$ cat src/rtl/tracker_pkg.sv
// Shared types and widths for the colour-marker tracker.
// The z saturation helper lives here so the top stays focused on control.
package tracker_pkg;

  localparam int SUM_W  = 32;
  localparam int CNT_W  = 20;
  localparam int XO_W   = 12;
  localparam int ZO_W   = 14;
  localparam int ITER_W = 5;

  typedef enum logic [1:0] {
    IDLE   = 2'd0,
    DIVIDE = 2'd1,
    DONE   = 2'd2
  } state_t;

  // Scale the pixel count down and clamp it to the z port range.
  function automatic logic [ZO_W-1:0] sat_z(input logic [CNT_W-1:0] cnt, input int shift);
    logic [CNT_W-1:0] s;
    s = cnt >> shift;
    if (|s[CNT_W-1:ZO_W]) return '1;
    return s[ZO_W-1:0];
  endfunction

endpackage

$ cat src/rtl/seq_divider.sv
// Unsigned restoring divider, one quotient bit per cycle over 32 cycles.
// The dividend register shifts left and collects quotient bits at its LSB.
module seq_divider
  import tracker_pkg::*;
(
  input  logic             clk_in,
  input  logic             rst_in,
  input  logic             start_in,
  input  logic [SUM_W-1:0] dividend_in,
  input  logic [CNT_W-1:0] divisor_in,
  output logic [SUM_W-1:0] quotient_out,
  output logic             done_out
);

  logic              r_busy;
  logic [ITER_W-1:0] r_iter;
  logic [SUM_W-1:0]  r_q;
  logic [CNT_W-1:0]  r_rem;
  logic [CNT_W-1:0]  r_div;

  logic [CNT_W:0]    w_trial;
  logic [CNT_W:0]    w_diff;
  logic              w_fits;

  assign w_trial = {r_rem, r_q[SUM_W-1]};
  assign w_fits  = (w_trial >= {1'b0, r_div});
  assign w_diff  = w_trial - {1'b0, r_div};

  always_ff @(posedge clk_in or negedge rst_in) begin
    if (!rst_in) begin
      r_busy <= 1'b0;
      r_iter <= '0;
      r_q    <= '0;
      r_rem  <= '0;
      r_div  <= '0;
    end else if (start_in) begin
      r_busy <= 1'b1;
      r_iter <= '0;
      r_q    <= dividend_in;
      r_rem  <= '0;
      r_div  <= divisor_in;
    end else if (r_busy) begin
      // A trial value that fails the compare is below the divisor, so its MSB is 0.
      r_q    <= {r_q[SUM_W-2:0], w_fits};
      r_rem  <= w_fits ? w_diff[CNT_W-1:0] : w_trial[CNT_W-1:0];
      r_iter <= r_iter + ITER_W'(1);
      if (r_iter == '1) r_busy <= 1'b0;
    end
  end

  assign done_out     = r_busy && (r_iter == '1);
  assign quotient_out = r_q;

endmodule

$ cat src/rtl/marker_tracker.sv
// Per-frame centroid and size tracker for one colour marker: accumulates masked
// pixel coordinates, then divides the sums by the count after each frame boundary.
module marker_tracker
  import tracker_pkg::*;
#(
  parameter int MIN_COUNT = 64,
  parameter int Z_SHIFT   = 4
) (
  input  logic            clk_in,
  input  logic            rst_in,
  input  logic [10:0]     x_in,
  input  logic [9:0]      y_in,
  input  logic            valid_in,
  input  logic            tabulate_in,
  output logic [XO_W-1:0] x_out,
  output logic [XO_W-1:0] y_out,
  output logic [ZO_W-1:0] z_out,
  output logic            found_out,
  output logic            valid_out,
  output logic            busy_out
);

  if (MIN_COUNT < 1 || MIN_COUNT >= (1 << CNT_W)) begin : g_bad_min_count
    $error("MIN_COUNT must be in 1 .. 2**CNT_W-1");
  end

  localparam logic [CNT_W-1:0] MIN_CNT_L = CNT_W'(MIN_COUNT);

  logic [1:0]       r_rst_sync;
  logic             w_rst_n;
  logic [SUM_W-1:0] r_sum_x, r_sum_y;
  logic [CNT_W-1:0] r_count, r_snap_count;
  state_t           r_state, w_next;
  logic             w_start, w_miss, w_commit;
  logic [SUM_W-1:0] w_quot_x, w_quot_y;
  logic             w_done_x, w_done_y;
  logic [XO_W-1:0]  r_x, r_y;
  logic [ZO_W-1:0]  r_z;
  logic             r_found, r_valid;
  logic             w_unused_quot;

  // Assertion is immediate; release is delayed two clocks.
  always_ff @(posedge clk_in or negedge rst_in) begin
    if (!rst_in) r_rst_sync <= 2'b00;
    else         r_rst_sync <= {r_rst_sync[0], 1'b1};
  end
  assign w_rst_n = r_rst_sync[1];

  // A pixel arriving with the frame pulse starts the new frame.
  always_ff @(posedge clk_in or negedge w_rst_n) begin
    if (!w_rst_n) begin
      r_sum_x <= '0;
      r_sum_y <= '0;
      r_count <= '0;
    end else if (tabulate_in) begin
      r_sum_x <= valid_in ? SUM_W'(x_in) : '0;
      r_sum_y <= valid_in ? SUM_W'(y_in) : '0;
      r_count <= valid_in ? CNT_W'(1) : '0;
    end else if (valid_in) begin
      r_sum_x <= r_sum_x + SUM_W'(x_in);
      r_sum_y <= r_sum_y + SUM_W'(y_in);
      r_count <= r_count + CNT_W'(1);
    end
  end

  always_ff @(posedge clk_in or negedge w_rst_n) begin
    if (!w_rst_n) r_state <= IDLE;
    else          r_state <= w_next;
  end

  always_comb begin
    w_next = r_state;
    case (r_state)
      IDLE:    if (w_start) w_next = DIVIDE;
      DIVIDE:  if (w_done_x && w_done_y) w_next = DONE;
      DONE:    w_next = IDLE;
      default: w_next = IDLE;
    endcase
  end

  // Frame pulses seen outside IDLE are dropped; the running divide is untouched.
  always_comb begin
    w_start  = (r_state == IDLE) && tabulate_in && (r_count >= MIN_CNT_L);
    w_miss   = (r_state == IDLE) && tabulate_in && (r_count <  MIN_CNT_L);
    w_commit = (r_state == DONE);
    busy_out = (r_state != IDLE);
  end

  always_ff @(posedge clk_in or negedge w_rst_n) begin
    if (!w_rst_n)     r_snap_count <= '0;
    else if (w_start) r_snap_count <= r_count;
  end

  seq_divider u_div_x (
    .clk_in       (clk_in),
    .rst_in       (w_rst_n),
    .start_in     (w_start),
    .dividend_in  (r_sum_x),
    .divisor_in   (r_count),
    .quotient_out (w_quot_x),
    .done_out     (w_done_x)
  );

  seq_divider u_div_y (
    .clk_in       (clk_in),
    .rst_in       (w_rst_n),
    .start_in     (w_start),
    .dividend_in  (r_sum_y),
    .divisor_in   (r_count),
    .quotient_out (w_quot_y),
    .done_out     (w_done_y)
  );

  // valid_out is a one-cycle notification with no ready: consumers sample on it or read the held values.
  always_ff @(posedge clk_in or negedge w_rst_n) begin
    if (!w_rst_n) begin
      r_x     <= '0;
      r_y     <= '0;
      r_z     <= '0;
      r_found <= 1'b0;
      r_valid <= 1'b0;
    end else begin
      r_valid <= w_commit;
      if (w_commit) begin
        r_x     <= w_quot_x[XO_W-1:0];
        r_y     <= w_quot_y[XO_W-1:0];
        r_z     <= sat_z(r_snap_count, Z_SHIFT);
        r_found <= 1'b1;
      end else if (w_miss) begin
        r_found <= 1'b0;
      end
    end
  end

  assign w_unused_quot = ^{w_quot_x[SUM_W-1:XO_W], w_quot_y[SUM_W-1:XO_W]};

  assign x_out     = r_x;
  assign y_out     = r_y;
  assign z_out     = r_z;
  assign found_out = r_found;
  assign valid_out = r_valid;

endmodule
$ cat config.mk
export PLATFORM = sky130hd
export DESIGN_NAME = marker_tracker
export DESIGN_NICKNAME = d
export VERILOG_FILES = /design/src/rtl/tracker_pkg.sv /design/src/rtl/seq_divider.sv /design/src/rtl/marker_tracker.sv
export SDC_FILE = /design/constraint.sdc
export NUM_CORES = 1
export LEC_CHECK = 0
export ABC_AREA = 1
export CELL_PAD_IN_SITES_DETAIL_PLACEMENT = 0
export CELL_PAD_IN_SITES_GLOBAL_PLACEMENT = 1
export CORE_MARGIN = 10
export CORE_UTILIZATION = 40
export CTS_BUF_LIST = sky130_fd_sc_hd__clkbuf_16
export CTS_CLUSTER_SIZE = 14
export DETAILED_ROUTE_END_ITERATION = 16
export DONT_BUFFER_PORTS = 1
export GPL_ROUTABILITY_DRIVEN = 1
export PLACE_DENSITY = 0.71
export RECOVER_POWER = 100
export REMOVE_ABC_BUFFERS = 1
export SETUP_SLACK_MARGIN = 0.5
export SLEW_MARGIN = 10
export SYNTH_ARGS = -nofsm -noshare
export SYNTH_HDL_FRONTEND = slang
export SYNTH_SLANG_ARGS = --single-unit
export TNS_END_PERCENT = 5
$ cat constraint.sdc
create_clock -name clk_in -period 23.9 [get_ports clk_in]
set_input_delay 4.78 -clock clk_in [delete_from_list [all_inputs] [get_ports clk_in]]
set_output_delay 4.78 -clock clk_in [all_outputs]
set_load 0.02 [all_outputs]
Word-level counts from Yosys, hierarchy flattened
Cells that the tools add are included.
{"block": "totals", "reg_bits": 264, "out_inout_bits": 41, "in_bits": 25, "elab_cells": 88}
{"block": "classes", "muxes": 38, "order_cmp": 4, "addsub": 7, "eq_ne": 6, "reduce_logical": 14}
{"operator": "2-to-1 mux 32 bit", "n": 8}
{"operator": "2-to-1 mux 20 bit", "n": 8}
{"operator": ">= comparator 21 x 20 -> 1 bit", "n": 2}
{"operator": "subtractor 20 bit", "n": 2}
{"operator": "adder 32 x 10 -> 32 bit", "n": 1}
{"operator": "adder 32 x 11 -> 32 bit", "n": 1}
{"operator": "2-to-1 mux 14 bit", "n": 2}
{"operator": "adder 20 x 1 -> 20 bit, second input constant", "n": 1}
{"operator": ">= comparator 20 x 7 -> 1 bit, second input constant", "n": 1}
{"operator": "< comparator 20 x 7 -> 1 bit, second input constant", "n": 1}
{"operator": "2-to-1 mux 5 bit", "n": 4}
{"operator": "2-to-1 mux 1 bit", "n": 11}
{"operator": "2-to-1 mux 11 bit", "n": 1}
{"operator": "adder 5 x 1 -> 5 bit, second input constant", "n": 2}
{"operator": "equality test 5 bit, second input constant", "n": 2}
{"operator": "2-to-1 mux 10 bit", "n": 1}
{"operator": "nonzero test 2 bit", "n": 5}
{"operator": "logical AND 1 bit", "n": 6}
{"operator": "2-to-1 mux 2 bit", "n": 2}
{"operator": "one-hot mux 2 bit (2 select lines)", "n": 1}
{"operator": "equality test 2 x 1 -> 1 bit, second input constant", "n": 1}
{"operator": "equality test 2 bit, second input constant", "n": 1}
{"operator": "zero test 2 bit", "n": 1}
{"operator": "!= test 2 x 1 -> 1 bit, second input constant", "n": 1}
{"operator": "other kinds (3)", "n": 3}

Depth between registers and ports, before layout
{"block": "depth", "depth_word": 5, "mapped_depth": 15, "depth_no_buf": 15}

By module
A second synthesis with hierarchy kept.
{"block": "unflattened", "cells_unflattened": 2516, "hier_area_um2": 17929.7}
{"mod": "seq_divider", "cells_per_inst": 667, "seq_area_each_um2": 1951.9, "n_inst": 2, "area_per_inst_um2": 4838.4}
{"mod": "marker_tracker", "cells_per_inst": 1182, "seq_area_each_um2": 3603.5, "n_inst": 1, "area_per_inst_um2": 8252.9}

Worst setup path after synthesis
OpenSTA, ideal clock, no wires.
{"block": "synth_path", "path_type": "input port to flip-flop", "start": "input port x_in[0]", "end": "register r_sum_x[18]", "slack_ns": 17.628, "arrival_ns": 6.155, "required_ns": 23.783, "setup_ns": 0.117, "cell_stages": 12, "path_buffers": 0, "cell_sequence": "ha_1 > fa_1 > nand2_1 > nand2_1 > o21ai_0 > o21ai_2 > nand2_1 > nand2_2 > nand3_1 > nand2_1 > nand2_1 > nor2_1"}
{"block": "synth_via", "elab_chain_cells": 3}
{"item": "start: declaration", "line": "marker_tracker.sv:11", "text": "input logic [10:0] x_in,"}
{"item": "adder 32 x 11 -> 32 bit", "line": "marker_tracker.sv:60", "text": "r_sum_x <= r_sum_x + SUM_W'(x_in);"}
{"item": "2-to-1 mux 32 bit", "line": "marker_tracker.sv:59", "text": "end else if (valid_in) begin"}
{"item": "2-to-1 mux 32 bit", "line": "marker_tracker.sv:55", "text": "end else if (tabulate_in) begin"}
{"item": "end signal: assignment", "line": "marker_tracker.sv:56", "text": "r_sum_x <= valid_in ? SUM_W'(x_in) : '0;"}
{"item": "end signal: assignment", "line": "marker_tracker.sv:60"}
{"item": "end: declaration", "line": "marker_tracker.sv:31", "text": "logic [SUM_W-1:0] r_sum_x, r_sum_y;"}
No other way between the ends. The select of a mux whose other input is x is not followed.
A chain may end at the register's enable or synchronous reset.

==> results by group <==
Pwr
  • Leakage power figure: 8.61 nW
  • Maximum vdd ir drop: 0.0549 mV
  • PD cells: 116 mW/mm2
  • Total Power: 2.01 mW

Run
  • Max-Cap Viols: 7

Timing
  • Post-Route Setup TNS: 0 ps
  • RSZ-0062 raised after global routing: no
  • Post-route minimum period: 11,140 ps
  • # setup viols final: 0
  • Period utilization: 0.466
  • Tightest Pin Transition: 8470 ps
  • Fmax: 89.8 MHz
  • Rel. slew slack: -4.65
  • Final Skew: 14.0 ps
  • Hold Vio Cnt, Final: 0
  • Max-slew violation count: 486

Clock network
  • CTS tree: yes
  • CTS root buf: clkbuf_16
  • Reg clk slew, reported paths: 60 ps
  • CTS Buf Count: 31
  • CTS Buffer Depth: 3
  • Sink Count: 264
  • # Post-CTS Setup Buffers: 0
  • Clock Latency Late Sink: 570 ps
  • Hold_buf cts: 0
  • PostCTS Resize Cnt: 0
  • H-tree depth: 1

Setup path
  • Slowest stage cell on the critical path: clkbuf_1
  • Slowest cell delay on critical path: 5920 ps
  • Cell mode on critical path: clkbuf_1
  • Crit path launch type: register
  • Worst-path fanout max: 154
  • Crit path cell chain: clkbuf_1 > clkbuf_1
  • Worst setup EP type: async pin
  • CP required: 23,770 ps
  • CP Buf/Inv Count: 2
  • CP Class: reg2async
  • Worst Path Arrival: 11,010 ps
  • Crit-path leading delay family: buffers and inverters

Synthesis
  • Register area share after synthesis: 0.411
  • Seq cells post-synth: 264
  • Synth cell types: 45
  • Commonest cells post-synth: 713 x nand2_1, 293 x inv_1, 264 x dfrtp_1
  • Synthesized area: 0.0161 mm2
  • FFs w/ async S/R, synth: 1.00
  • Most numerous cell in the Yosys netlist: nand2_1
  • EDFF count, synth: 0
  • Post-Syn Area per Cell: 7.29 um2
  • Top post-synthesis cells by area: dfrtp_1 41%, nand2_1 17%, inv_1 6.8%
  • Yosys top cell area share: 0.411
  • Synth warn: 0
  • Dominant synthesized flop cell: dfrtp_1
  • Syn Inst Count: 2,204
  • Yosys top cell by area: dfrtp_1

Final layout
  • Final net count: 2,277
  • Antenna fix cells: 0
  • Share of layout cells above drive strength 1: 0.0354
  • Post-route insts no fill: 2,729
  • Layout Area Growth over Synthesis: 7.88%

Global routing
  • Vias in the first global route: 13,800
  • Grt total ovfl: 0
  • GRT Total Usage: 0.195
  • Initial antenna violation count: 0
  • Global-route wire length before repair: 76.3 mm
  • Pin count of the biggest net entering global routing: 155

Floorplan
  • Die ar.: 0.0486 mm2
  • Initial core utilization: 0.404
  • Chip height: 220 um
  • Die X: 220 um
  • Core area: 0.0397 mm2
  • Num rows: 73
  • Top Ports: 66

Place
  • Hpwl dp: 34.0 mm
  • Placed insts: 2,673
  • Buffers on Ports: 0
  • Gpl congestion: 0.848

Route
  • Antenna-violating nets left: 0
  • WL/cell: 17.3 um
  • Total Wirelength: 47.3 mm
  • # DRC: 0
  • Vias/cell: 5.18
  • Vias: 14,100
  • DR pass1 iterations: 5
  • Initial DRC Count: 1,084

Hold path
  • HP Class: reg2reg

Outcome
  • Status: complete, but fails checks
  • Failing checks: max-capacitance violations, max-slew violations
[worst register-to-register path, stage by stage, from the launching register on]
cell,delay [ps]
dfrtp_1,1570
clkbuf_1,5930
clkbuf_1,2900
[logic make-up (layout without fill, tap and decap cells)]
kind of cell               Yosys count  after routing  share of synthesized area
and+or+nand+nor                   1188           1188                      0.316
xor gates and xnor gates            27             27                     0.0147
DFF                                264            264                      0.411
other                                1              1                   0.000233
AOI/OAI and AO/OA                  284            284                      0.107
buffers and inverters              369            369                     0.0938
adders and majority gates           71             71                     0.0572
[state kept, by name, summed over array words and instances (netlist names)]
signal / flops
y_out: 12
u_div_x.r_busy: 1
u_div_x.r_rem: 20
found_out: 1
r_sum_y: 32
u_div_y.quotient_out: 32
u_div_y.r_iter: 5
x_out: 12
u_div_x.quotient_out: 32
u_div_x.r_iter: 5
r_sum_x: 32
valid_out: 1
u_div_x.r_div: 20
u_div_y.r_busy: 1
r_state: 2
r_rst_sync: 2
r_count: 20
z_out: 14
u_div_y.r_rem: 20
[layout make-up]
cell class / count / area [um2]
flip-flops and latches: 264 / 6610
multi-input cells: 1571 / 7900
well taps: 525 / 657
fillers: 4146 / 22400
clock inverters: 25 / 221
clock buffers: 31 / 776
repair buffers: 7 / 26.3
inverters: 306 / 1150
[power breakdown]
group	switching [mW]	internal, mW
registers	0.0687	0.551
logic	0.602	0.312
clock network	0.194	0.277
[routing by layer]
layer | GRT usage | vias up | part of all wire
met5 | 0 | - | 0
met4 | 0.0425 | 0 | 0.016
met3 | 0.0336 | 47 | 0.057
met2 | 0.313 | 284 | 0.45
met1 | 0.272 | 6734 | 0.48
li1 | - | 7065 | -
[placed cells by master (no fill, tap or decap), types with 6 or more instances in the layout]
cell,synthesis,routed
nor2_1,175,178
ha_1,67,67
inv_2,10,6
nand3b_1,26,26
clkbuf_1,22,7
clkinv_2,0,7
clkbuf_16,0,31
nor2_2,8,7
nand4_1,31,31
o211ai_1,26,26
nor4_1,6,6
o21bai_1,6,6
a21oi_1,68,68
inv_1,293,302
nand2_1,713,718
clkinv_1,2,8
nand3_1,155,156
o21ai_0,106,119
xnor2_1,14,14
nor3_1,43,44
o221ai_1,46,46
xor2_1,13,13
dfrtp_1,264,264
[path summary, 6_finish.rpt]
| check | endpoint | depth (start not counted) | slack [ps] | start |
|---|---|---|---|---|
| max | z_out[2] | 2 | 12760 | r_rst_sync[1] |
| min | r_rst_sync[1] | 0 | 360 | r_rst_sync[0] |
| max reg2reg | z_out[2] | 2 | 12760 | r_rst_sync[1] |
| min reg2reg | r_rst_sync[1] | 0 | 360 | r_rst_sync[0] |
| max in group clk_in | u_div_x.quotient_out[7] | 7 | 15180 | tabulate_in |
| min in group asynchronous | r_sum_y[8] | 0 | 770 | r_rst_sync[1] |
[per-stage QoR]
step           setup slack [ps]  area (um2)  utilization  hold WS, ps
3_5_place_dp              16750       16400        0.414          337
6_report                  12760       17300        0.436          357
5_1_grt                   10320       17300        0.436          370
4_1_cts                   17340       17400        0.439          360
3_3_place_gp              16800       16400        0.414          337
2_1_floorplan             16000       15700            -          331
Note: power is estimated with default switching activity, not from simulation.
